--- config.mk ---
export PLATFORM = sky130hd
export DESIGN_NAME = mem_loader
export DESIGN_NICKNAME = d
export VERILOG_FILES = /design/src/rtl/hack_pkg.sv /design/src/rtl/mem_loader.sv
export SDC_FILE = /design/constraint.sdc
export NUM_CORES = 1
export LEC_CHECK = 0
export ABC_CLOCK_PERIOD_IN_PS = 2100
export BUFFER_PORTS_ARGS = -buffer_cell sky130_fd_sc_hd__buf_2
export CAP_MARGIN = 20
export CELL_PAD_IN_SITES_DETAIL_PLACEMENT = 1
export CELL_PAD_IN_SITES_GLOBAL_PLACEMENT = 1
export CORE_MARGIN = 3
export CORE_UTILIZATION = 39
export DETAILED_ROUTE_END_ITERATION = 12
export PLACE_DENSITY_LB_ADDON = 0.3
export SYNTH_ARGS = -nofsm -noshare
export SYNTH_HDL_FRONTEND = slang
export SYNTH_SLANG_ARGS = --single-unit
--- constraint.sdc ---
create_clock -name CLK -period 2.1 [get_ports CLK]
set_clock_uncertainty 0.2 [all_clocks]
set_input_delay 0.315 -clock CLK [delete_from_list [all_inputs] [get_ports CLK]]
set_output_delay 0.315 -clock CLK [all_outputs]
set_load 0.01 [all_outputs]
--- src/rtl/hack_pkg.sv ---
// -----------------------------------------------------------------------------
// hack_pkg
// Shared definitions for the data-memory loader.
//   state_t          : loader FSM state encoding
//   RAM_TOP_DEFAULT  : highest writable data-memory address
// -----------------------------------------------------------------------------
package hack_pkg;

    localparam logic [14:0] RAM_TOP_DEFAULT = 15'd16383;

    typedef enum logic [2:0] {
        IDLE,
        HI_BYTE,
        LO_BYTE,
        WRITE,
        CHECK,
        DONE
    } state_t;

endpackage

--- src/rtl/mem_loader.sv ---
// -----------------------------------------------------------------------------
// mem_loader
// Streams big-endian byte pairs into 16-bit words and writes them to
// consecutive data-memory addresses starting at base_addr.
//
// Optional build macro: MEM_LOADER_READBACK_EN
//   When defined, every write is followed by a CHECK cycle that compares the
//   memory's combinational read data against the written word; a mismatch
//   sets error and ends the load.
//
// Ports
//   CLK, RST_N   : clock (rising edge), asynchronous active-low reset
//   start        : begin a load (sampled in IDLE only)
//   base_addr    : first target address, captured on accepted start
//   word_count   : number of words to load, captured on accepted start
//   byte_in      : stream byte; byte_valid/byte_ready handshake
//   mem_in       : write data to the memory
//   mem_address  : memory address (0 while idle)
//   mem_load     : memory write enable, one cycle per word
//   mem_out      : memory read data (readback builds only)
//   busy, done, error : status; error is sticky until the next start
// -----------------------------------------------------------------------------
module mem_loader
    import hack_pkg::*;
#(
    parameter logic [14:0] RAM_TOP = RAM_TOP_DEFAULT
) (
    input  logic        CLK,
    input  logic        RST_N,
    input  logic        start,
    input  logic [14:0] base_addr,
    input  logic [14:0] word_count,
    input  logic [7:0]  byte_in,
    input  logic        byte_valid,
    output logic        byte_ready,
    output logic [15:0] mem_in,
    output logic [14:0] mem_address,
    output logic        mem_load,
    input  logic [15:0] mem_out,
    output logic        busy,
    output logic        done,
    output logic        error
);

    state_t      state_q, state_d;
    logic [14:0] addr_q,  addr_d;
    logic [14:0] rem_q,   rem_d;
    logic [15:0] word_q,  word_d;
    logic        err_q,   err_d;

    // Last address of the requested range, computed wide so it cannot wrap.
    logic [16:0] end_addr;
    assign end_addr = {2'b00, base_addr} + {2'b00, word_count} - 17'd1;

    // Shared post-write step: advance address and decide whether we are done.
    logic [14:0] addr_next;
    logic [14:0] rem_next;
    logic        last_word;
    assign addr_next = addr_q + 15'd1;
    assign rem_next  = rem_q - 15'd1;
    assign last_word = (rem_q == 15'd1);

`ifndef MEM_LOADER_READBACK_EN
    logic unused_mem_out;
    assign unused_mem_out = ^mem_out;
`endif

    always_ff @(posedge CLK or negedge RST_N) begin
        if (!RST_N) begin
            state_q <= IDLE;
            addr_q  <= '0;
            rem_q   <= '0;
            word_q  <= '0;
            err_q   <= 1'b0;
        end else begin
            state_q <= state_d;
            addr_q  <= addr_d;
            rem_q   <= rem_d;
            word_q  <= word_d;
            err_q   <= err_d;
        end
    end

    always_comb begin
        state_d = state_q;
        addr_d  = addr_q;
        rem_d   = rem_q;
        word_d  = word_q;
        err_d   = err_q;

        unique case (state_q)
            IDLE: begin
                if (start) begin
                    err_d  = 1'b0;
                    addr_d = base_addr;
                    rem_d  = word_count;
                    if (word_count == '0) begin
                        state_d = DONE;
                    end else if (end_addr > {2'b00, RAM_TOP}) begin
                        err_d   = 1'b1;
                        state_d = DONE;
                    end else begin
                        state_d = HI_BYTE;
                    end
                end
            end

            HI_BYTE: begin
                if (byte_valid) begin
                    word_d[15:8] = byte_in;
                    state_d      = LO_BYTE;
                end
            end

            LO_BYTE: begin
                if (byte_valid) begin
                    word_d[7:0] = byte_in;
                    state_d     = WRITE;
                end
            end

            WRITE: begin
`ifdef MEM_LOADER_READBACK_EN
                state_d = CHECK;
`else
                addr_d  = addr_next;
                rem_d   = rem_next;
                state_d = last_word ? DONE : HI_BYTE;
`endif
            end

            CHECK: begin
`ifdef MEM_LOADER_READBACK_EN
                if (mem_out != word_q) begin
                    err_d   = 1'b1;
                    state_d = DONE;
                end else begin
                    addr_d  = addr_next;
                    rem_d   = rem_next;
                    state_d = last_word ? DONE : HI_BYTE;
                end
`else
                state_d = IDLE;
`endif
            end

            DONE: begin
                state_d = IDLE;
            end

            default: begin
                state_d = IDLE;
            end
        endcase
    end

    assign busy        = (state_q != IDLE);
    assign done        = (state_q == DONE);
    assign byte_ready  = (state_q == HI_BYTE) || (state_q == LO_BYTE);
    assign mem_load    = (state_q == WRITE);
    assign mem_address = (state_q == IDLE) ? '0 : addr_q;
    assign mem_in      = word_q;
    assign error       = err_q;

endmodule

==> flow_summary_export.csv, run 1 <==
group,metric,value,unit
sta,finalCritPeriodShare,111,%
synthesis,seq_area_frac_synth,36.8,%
global_route,grt_use_total,22.8,%
global_route,grt_pass1_vias,3583,
outcome,status,"finished with violations",
synthesis,synth_area_leaders,"dfrtp_1 37%, ha_1 12%, inv_1 7.6%, mux2_2 5.3%, nor2_1 4.0%",
setup_path,required,2.09,ns
sta,max_freq,0.428,GHz
synthesis,ys_ff_latch,50,
synthesis,synth_edf_count,0,
clocking,cts.sinks,50,
detailed_routing,drc,0,
setup_path,crit_path_start_kind,"input port",
synthesis,synth_xor_area_share,0.258,%
placed_design,place.gp.congestion,0.878,
placed_design,io_buffers,77,
synthesis,syn_area,3400,sq um
cells_and_area,drive_above_1_share,42.9,%
sta,setup_viol,6,
die,initial_core_util,40.7,%
detailed_routing,dr_total_vias,3414,
cells_and_area,design_area,4750,sq um
hold_path,worstHoldPathType,"in -> reg",
die,die_w,99.3,um
synthesis,yosys-top-cells-count,"69 x inv_1, 50 x dfrtp_1, 36 x nor2_1",
cells_and_area,instances_no_fill,622,
clocking,cts_tree,"built",
clocking,clockBufferDepth,2,
power,power,5.67,mW
synthesis,synth_top_family_by_area,"simple AND/OR/NAND/NOR gates",
synthesis,synthAdderAreaFrac,12.4,%
synthesis,synth_area_per_cell,8.97,sq um
sta,worst_slew_pin_slew,0.618,ns
setup_path,crit_fanout,2,
synthesis,ys.flop_type,"dfrtp_1",
placed_design,place_hpwl,8900,um
placed_design,dpl-instance-area,4340,sq um
die,die_h,99.3,um
detailed_routing,routed_wl,11500,um
global_route,antenna_found_initial,0,
global_route,overflow,0,
sta,rsz0062_at_grt,"true",
synthesis,syn-num-nets,470,
clocking,path_clk_slew,0.10,ns
global_route,grt_pass1_wl,17900,um
cells_and_area,n_antenna_cell,0,
power,powerDensity,1190,nW/um^2
placed_design,dpl.cell_count,607,
detailed_routing,antenna_left,0,
sta,slew_violations,0,
setup_path,worstPathArrival,2.33,ns
setup_path,critPathCaptureType,"flop",
synthesis,synth.distinct_cells,55,
sta,setup_tns,-0.537,ns
die,io_pins,94,
synthesis,yosys.area_share.simple,18.3,%
cells_and_area,nFillCells,999,
clocking,insertion_delay,0.31,ns
synthesis,syn-instance-count,379,
power,leakage,2.31,nW
clocking,cts_buffers,5,
sta,relSlewSlack,58.8,%
synthesis,muxShareOfSynthArea,5.60,%
global_route,grt_max_degree,26,
sta,min_period,2.34,ns
detailed_routing,avgViaCountPerCell,5.49,
sta,hold_viol_final,0,
synthesis,synth-compound-area-share,17.9,%
synthesis,synthArstFlopShare,100,%
detailed_routing,detail_route.wl_per_cell,18.5,um
clocking,cts_root_buf,"clkbuf_8",
cells_and_area,area_growth,39.9,%
cells_and_area,final_nets,607,
synthesis,synth_top_area_share,36.8,%
die,fp.coreArea,8340,sq um
synthesis,synth_most_common_cell,"inv_1",
setup_path,worstSetupPathType,"in -> reg",
power,irDropWorstVdd,0.408,mV
outcome,violations,"setup timing",
detailed_routing,dr.pass1.iters,4,
sta,worst_slack,-0.237,ns
die,die-area,9870,sq um
synthesis,ys_warn_count,0,
die,rows,33,
flow_run,maxCapViolations,0,
detailed_routing,drtIter0Drc,131,
clocking,h-tree-depth,2,
synthesis,synth_area_leader_cell,"dfrtp_1",
cells by family (layout without fill, tap and decap cells):
logic type | after synthesis | count (layout)
DFF | 50 | 50
and+or+nand+nor | 115 | 115
adders and majority gates | 33 | 33
xor gates and xnor gates | 1 | 1
AOI/OAI and AO/OA | 86 | 86
buffers and inverters | 77 | 215
muxes | 17 | 17
placed cells by master (no fill, tap or decap), types with 5 or more instances in the layout:
cell / instances
a311oi_1: 6
nor3_2: 5
nand3_1: 14
buf_4: 58
a211oi_1: 6
inv_2: 7
buf_2: 75
clkbuf_8: 5
ha_4: 8
o21ai_0: 8
nor2_1: 33
ha_1: 23
dfrtp_1: 49
inv_1: 58
mux2_2: 16
o211ai_1: 7
a21oi_1: 17
nor2b_1: 12
nand2_1: 17
worst max-delay path: stages:
cell and delay, ns:
buf_8 0.10, inv_4 0.05, ha_4 0.20, inv_4 0.05
ha_4 0.13, inv_2 0.04, fa_2 0.32, nor2b_2 0.13
o2111ai_2 0.13, a21boi_2 0.22, o21ai_2 0.08, o2bb2ai_2 0.13
o41a_2 0.42
stage by stage:
stage,setup slack [ns],utilization (%),hold slack [ns]
global route,-0.343,57.0,0.0365
CTS,-0.212,55.2,0.0413
detailed placement,-0.735,52.1,0.158
floorplan,-0.384,-,-0.181
global placement,-0.683,52.1,0.148
finish,-0.237,57.0,0.0428
where the power goes:
group	internal [mW]	leakage, nW	switching, mW	total [mW]
sequential	1.44	0.582	0.428	1.86
clock	0.358	0.0585	0.352	0.710
combinational	1.42	1.67	1.68	3.10
worst paths after layout:
path / depth (start not counted) / slack, ns / startpoint / end
max in group asynchronous: 3 / 0.70 / RST_N / mem_in[7]$_DFFE_PN0P_
min in group asynchronous: 2 / 0.34 / RST_N / addr_q[14]$_DFFE_PN0P_
min: 2 / 0.04 / byte_in[2] / mem_in[10]$_DFFE_PN0P_
max: 13 / -0.24 / base_addr[1] / state_q[2]$_DFFE_PN0P_
min reg2reg: 1 / 0.30 / addr_q[14]$_DFFE_PN0P_ / addr_q[14]$_DFFE_PN0P_
max reg2reg: 8 / -0.11 / rem_q[6]$_DFFE_PN0P_ / rem_q[11]$_DFFE_PN0P_
sequential cells by signal (all words and copies together) (netlist names):
register  flops
error         1
state_q       3
mem_in       16
rem_q        15
addr_q       15
layer usage:
layer / GRT usage [%] / up-vias / part of all wire, %
li1: - / 1601 / -
met1: 28.8 / 1714 / 42
met2: 42.0 / 86 / 53
met3: 2.45 / 13 / 3.7
met4: 4.52 / 0 / 1.3
met5: 0 / - / 0
cell type report:
cell class	count	area [sq um]	share of cell area, %
timing repair buffer	138	878	18.5
tap	105	131	2.76
multi-input combinational	252	2100	44.2
clock buffer	5	68.8	1.45
sequential	50	1250	26.3
clock inverter	3	43.8	0.921
inverter	69	279	5.87
timing repair:
item / in CTS / in global routing
pin swaps: 16 / 14
setup buffers: 3 / 3
resized for setup: 25 / 29
hold buffers: 1 / 0
setup endpoints to repair: 2 / 9
hold endpoints to repair: 23 / 0
Note: power is estimated with default switching activity, not from simulation.
==> run 2, diff against run 1 <==
--- a/config.mk
+++ b/config.mk
@@ -5,7 +5,7 @@
 export SDC_FILE = /design/constraint.sdc
 export NUM_CORES = 1
 export LEC_CHECK = 0
-export ABC_CLOCK_PERIOD_IN_PS = 2100
+export ABC_CLOCK_PERIOD_IN_PS = 2300
 export BUFFER_PORTS_ARGS = -buffer_cell sky130_fd_sc_hd__buf_2
 export CAP_MARGIN = 20
 export CELL_PAD_IN_SITES_DETAIL_PLACEMENT = 1
==> constraint.sdc (replaced) <==
create_clock -name CLK -period 2.3 [get_ports CLK]
set_clock_uncertainty 0.2 [all_clocks]
set_input_delay 0.345 -clock CLK [delete_from_list [all_inputs] [get_ports CLK]]
set_output_delay 0.345 -clock CLK [all_outputs]
set_load 0.01 [all_outputs]
==> run 2 against run 1 <==
The run still ends with setup timing left. Count of clock-buffer cells in the layout unchanged. Die area unchanged. Critical path depth down 2. Global-route usage down 1.4 points. Largest power group unchanged. Critical path type unchanged.
==> flow_summary_export.csv, run 2 (synthesized netlist as in run 1, its figures left out) <==
group,metric,value,unit
sta,min_period,2.35,ns
global_route,grt_use_total,21.4,%
die,die_w,99.3,um
global_route,antenna_found_initial,0,
die,initial_core_util,40.7,%
placed_design,io_buffers,77,
sta,hold_viol_final,0,
cells_and_area,n_antenna_cell,0,
placed_design,place_hpwl,8520,um
clocking,cts_buffers,5,
clocking,cts_root_buf,"clkbuf_8",
clocking,insertion_delay,0.31,ns
die,io_pins,94,
sta,worst_slack,-0.0534,ns
sta,worst_slew_pin_slew,0.601,ns
die,die-area,9870,sq um
die,fp.coreArea,8340,sq um
setup_path,crit_fanout,2,
hold_path,worstHoldPathType,"in -> reg",
setup_path,critPathCaptureType,"flop",
cells_and_area,seq_area,1250,sq um
cells_and_area,multi_input_area,2070,sq um
cells_and_area,final_cell_mix,"72 x buf_2, 55 x inv_1, 50 x dfrtp_1, 44 x buf_4, 35 x nor2_1",
detailed_routing,dr.pass1.iters,5,
setup_path,worstPathArrival,2.34,ns
setup_path,required,2.29,ns
cells_and_area,drive_above_1_share,40.4,%
detailed_routing,detail_route.wl_per_cell,17.9,um
global_route,grt_pass1_vias,3440,
sta,relSlewSlack,59.9,%
sta,setup_tns,-0.0534,ns
sta,finalCritPeriodShare,102,%
cells_and_area,layout_commonest_cell,"buf_2",
cells_and_area,utilization,55.3,%
placed_design,place.gp.congestion,0.849,
power,leakage,2.20,nW
global_route,grt_max_degree,30,
detailed_routing,antenna_left,0,
sta,setup_viol,1,
sta,slew_violations,0,
global_route,overflow,0,
sta,rsz0062_at_grt,"true",
die,die_h,99.3,um
power,irDropWorstVdd,0.352,mV
clocking,clockBufferDepth,2,
outcome,violations,"setup timing",
flow_run,maxCapViolations,0,
sta,max_freq,0.425,GHz
detailed_routing,routed_wl,10800,um
global_route,grt_pass1_wl,16900,um
clocking,path_clk_slew,0.10,ns
cells_and_area,largest_reg_flops,16,
placed_design,dpl-instance-area,4270,sq um
cells_and_area,instances_no_fill,605,
placed_design,dpl.cell_count,596,
setup_path,worstSetupPathType,"in -> reg",
cells_and_area,nFillCells,986,
clocking,cts_tree,"built",
cells_and_area,final_nets,591,
setup_path,crit_path_start_kind,"input port",
cells_and_area,design_area,4610,sq um
die,rows,33,
clocking,h-tree-depth,2,
clocking,cts.sinks,50,
detailed_routing,drtIter0Drc,163,
outcome,status,"finished with violations",
cells_and_area,area_growth,35.8,%
power,powerDensity,1060,nW/um^2
detailed_routing,dr_total_vias,3292,
detailed_routing,avgViaCountPerCell,5.44,
detailed_routing,drc,0,
==> run 2: cell types whose count changed in the layout (fill, tap and decap cells not counted), sizes merged <==
cell / previous run / this run
inv: 70 / 69
buf: 137 / 121
==> run 2: path summary, 6_finish.rpt <==
kind / start / to / slack, ns / cells past startpoint
max: base_addr[3] / state_q[2]$_DFFE_PN0P_ / -0.05 / 11
min: byte_in[0] / mem_in[0]$_DFFE_PN0P_ / 0.07 / 2
max reg2reg: rem_q[4]$_DFFE_PN0P_ / state_q[2]$_DFFE_PN0P_ / 0.09 / 6
min reg2reg: addr_q[14]$_DFFE_PN0P_ / addr_q[14]$_DFFE_PN0P_ / 0.30 / 1
max in group asynchronous: RST_N / addr_q[2]$_DFFE_PN0P_ / 0.96 / 3
min in group asynchronous: RST_N / addr_q[14]$_DFFE_PN0P_ / 0.38 / 2
==> run 2: report_power, final <==
part | switching (mW) | internal (mW)
clock network | 0.307 | 0.321
registers | 0.415 | 1.31
logic | 1.38 | 1.17
total | 2.10 | 2.80
==> run 2: cell type report <==
type | instances | share of cell area, %
clock buffers | 5 | 1.49
clock inverters | 2 | 0.841
inverters | 69 | 5.99
multi-input cells | 252 | 44.9
flip-flops and latches | 50 | 27.1
well taps | 105 | 2.85
repair buffers | 122 | 16.8
==> run 2: worst max-delay path: stages <==
cell       delay, ns
buf_2           0.14
inv_1           0.06
ha_1            0.27
inv_1           0.04
ha_2            0.19
a211oi_2        0.25
o21ai_1         0.15
o2bb2ai_2       0.17
a31oi_1         0.22
xnor2_1         0.13
o41a_2          0.38
==> run 2: stage by stage <==
step | setup slack, ns | hold WS [ns] | total power [mW]
2_1_floorplan | -0.214 | -0.151 | 3.19
3_3_place_gp | -0.515 | 0.166 | 4.05
3_5_place_dp | -0.587 | 0.175 | 4.21
4_1_cts | -0.0387 | 0.0763 | 4.88
5_1_grt | -0.0974 | 0.0793 | 5.29
6_report | -0.0534 | 0.0743 | 4.91
==> run 2: metal layers <==
layer  share of wire (%)  vias up  track usage, %  wire length (um)
li1                    -     1566               -                 -
met1                  42     1640            27.8              4590
met2                  53       77            37.6              5690
met3                 3.9        9            2.45               419
met4                 1.1        0            5.78               120
met5                   0        -               0                 0
==> run 2: timing repair <==
action                                  CTS  global route
gates cloned                              0             0
setup buffers                             1             0
resized for setup                        22            21
hold endpoints to repair                 21             0
hold buffers                              1             0
endpoints found under the setup margin    2             4
pin swaps                                16            10
==> run 3, diff against run 2 <==
--- a/config.mk
+++ b/config.mk
@@ -14,6 +14,7 @@
 export CORE_UTILIZATION = 39
 export DETAILED_ROUTE_END_ITERATION = 12
 export PLACE_DENSITY_LB_ADDON = 0.3
+export RECOVER_POWER = 50
 export SYNTH_ARGS = -nofsm -noshare
 export SYNTH_HDL_FRONTEND = slang
 export SYNTH_SLANG_ARGS = --single-unit
==> run 3 against run 2 <==
The flow still finishes with violations (setup timing). Die area did not move. Cell area shrank 0.68%. Routed wire length shrank 0.10%. First-iteration DRC count shrank 4.9%. Sequential cell count is the same. Total power shrank 0.75%.
==> flow_summary_export.csv, run 3 (synthesized netlist as in run 1, its figures left out) <==
group,metric,value,unit
outcome,status,"finished with violations",
outcome,violations,"setup timing",
sta,rsz0062_at_grt,"true",
cells_and_area,n_antenna_cell,0,
global_route,grt_max_degree,30,
cells_and_area,drive_above_1_share,37.4,%
global_route,grt_pass1_vias,3440,
hold_path,holdCritStartpoint,"byte_in[0]",
hold_path,worstHoldPathType,"in -> reg",
setup_path,crit_fanout,2,
cells_and_area,seq_area,1250,sq um
sta,relSlewSlack,9.57,%
detailed_routing,dr.pass1.iters,5,
setup_path,crit_path_start_kind,"input port",
power,leakage,2.15,nW
cells_and_area,area_growth,34.9,%
power,power,4.87,mW
power,switchingPower,2.10,mW
sta,finalCritPeriodShare,103,%
setup_path,critPathCaptureType,"flop",
cells_and_area,final_nets,591,
clocking,cts.sinks,50,
global_route,overflow,0,
global_route,grt_pass1_wl,16900,um
setup_path,r2r_slack,0.10,ns
power,swShare,43.2,%
clocking,cts_tree,"built",
clocking,path_clk_slew,0.10,ns
detailed_routing,antenna_left,0,
setup_path,worstPathArrival,2.34,ns
cells_and_area,final_cell_mix,"57 x buf_2, 55 x inv_1, 50 x dfrtp_1, 45 x buf_4, 35 x nor2_1",
clocking,cts_root_buf,"clkbuf_8",
sta,max_freq,0.424,GHz
die,io_pins,94,
setup_path,required,2.28,ns
detailed_routing,drtIter0Drc,155,
detailed_routing,routed_wl,10800,um
setup_path,rr_startpoint,"rem_q[4]$_DFFE_PN0P_",
die,die_h,99.3,um
detailed_routing,drc,0,
setup_path,reg2reg_to,"state_q[2]$_DFFE_PN0P_",
cells_and_area,instances_no_fill,605,
cells_and_area,multi_input_area,2070,sq um
sta,setup_viol,1,
cells_and_area,layout_commonest_cell,"buf_2",
setup_path,worstSetupPathType,"in -> reg",
power,p_comb_share,51.7,%
power,powerDensity,1060,nW/um^2
detailed_routing,avgViaCountPerCell,5.45,
sta,worst_slew_pin_slew,1.36,ns
global_route,grt_use_total,21.4,%
hold_path,hold_end,"mem_in[0]$_DFFE_PN0P_",
global_route,antenna_found_initial,0,
power,pwr-share-clk,12.8,%
sta,hold_viol_final,0,
sta,timing.hold.ws,0.0761,ns
clocking,insertion_delay,0.31,ns
setup_path,reg2reg_depth,6,
flow_run,maxCapViolations,0,
placed_design,place.gp.congestion,0.849,
die,die_w,99.3,um
cells_and_area,utilization,55.0,%
clocking,cts_buffers,5,
clocking,clockBufferDepth,2,
die,fp.coreArea,8340,sq um
cells_and_area,nFillCells,992,
power,sequentialPowerShare,35.5,%
die,rows,33,
die,initial_core_util,40.7,%
detailed_routing,detail_route.wl_per_cell,17.9,um
sta,min_period,2.36,ns
sta,setup_tns,-0.0585,ns
placed_design,dpl.cell_count,596,
cells_and_area,largest_reg_flops,16,
clocking,h-tree-depth,2,
hold_path,hold_depth,2,
die,die-area,9870,sq um
sta,worst_slack,-0.0585,ns
sta,slew_violations,0,
placed_design,io_buffers,77,
placed_design,place_hpwl,8520,um
power,p_int,2.77,mW
detailed_routing,dr_total_vias,3296,
power,irDropWorstVdd,0.352,mV
## run 3: cell types whose count changed in the layout (fill, tap and decap cells not counted)
cell,previous run,this run
buf_2,72,57
clkbuf_1,0,15
buf_4,44,45
buf_12,2,1
## run 3: cell type report
type	count	area share [%]
clock buffer	5	1.50
clock inverter	2	0.846
inverter	69	6.03
multi-input combinational	252	45.2
sequential	50	27.3
tap	105	2.87
timing repair buffer	122	16.2
## run 3: how the worst max path moves through the flow
stage,from,end,slack (ns),depth (start not counted)
6_report,base_addr[3],state_q[2]$_DFFE_PN0P_,-0.06,11
5_1_grt,base_addr[3],state_q[2]$_DFFE_PN0P_,-0.1,11
4_1_cts,base_addr[1],state_q[2]$_DFFE_PN0P_,-0.04,13
3_5_place_dp,word_count[1],state_q[2]$_DFFE_PN0P_,-0.59,13
3_3_place_gp,word_count[1],state_q[2]$_DFFE_PN0P_,-0.51,13
2_1_floorplan,word_count[1],state_q[2]$_DFFE_PN0P_,-0.21,12
## run 3: worst max-delay path, stage by stage
cell and delay, ns:
buf_2 0.14, inv_1 0.06, ha_1 0.27, inv_1 0.04
ha_2 0.19, a211oi_2 0.25, o21ai_1 0.15, o2bb2ai_2 0.17
a31oi_1 0.22, xnor2_1 0.13, o41a_2 0.38
## run 3: power by group through the flow
stage          Combinational [mW]  Sequential [mW]  Clock [mW]
5_1_grt                      2.80             1.79       0.665
6_report                     2.52             1.73       0.625
3_3_place_gp                 2.36             1.69           0
3_5_place_dp                 2.47             1.74           0
4_1_cts                      2.53             1.72       0.633
2_1_floorplan                1.49             1.70           0
## run 3: metrics by stage
step | worst slack (ns) | instance area [sq um]
6_report | -0.0585 | 4580
3_3_place_gp | -0.515 | 4270
5_1_grt | -0.0974 | 4580
2_1_floorplan | -0.214 | 3460
4_1_cts | -0.0387 | 4510
3_5_place_dp | -0.587 | 4270
## run 3: layer usage
metal / share of wire (%) / up-vias / track usage (%)
li1: - / 1563 / -
met1: 42 / 1648 / 27.8
met4: 1.4 / 0 / 5.78
met5: 0 / - / 0
met3: 3.8 / 13 / 2.45
met2: 53 / 72 / 37.6
## run 3: timing repair
item | CTS | global route
endpoints found under the setup margin | 2 | 4
resized for setup | 22 | 21
hold buffers | 1 | 0
pin swaps | 16 | 10
buffers inserted | 1 | 0
hold endpoints to repair | 21 | 0
gates cloned | 0 | 0
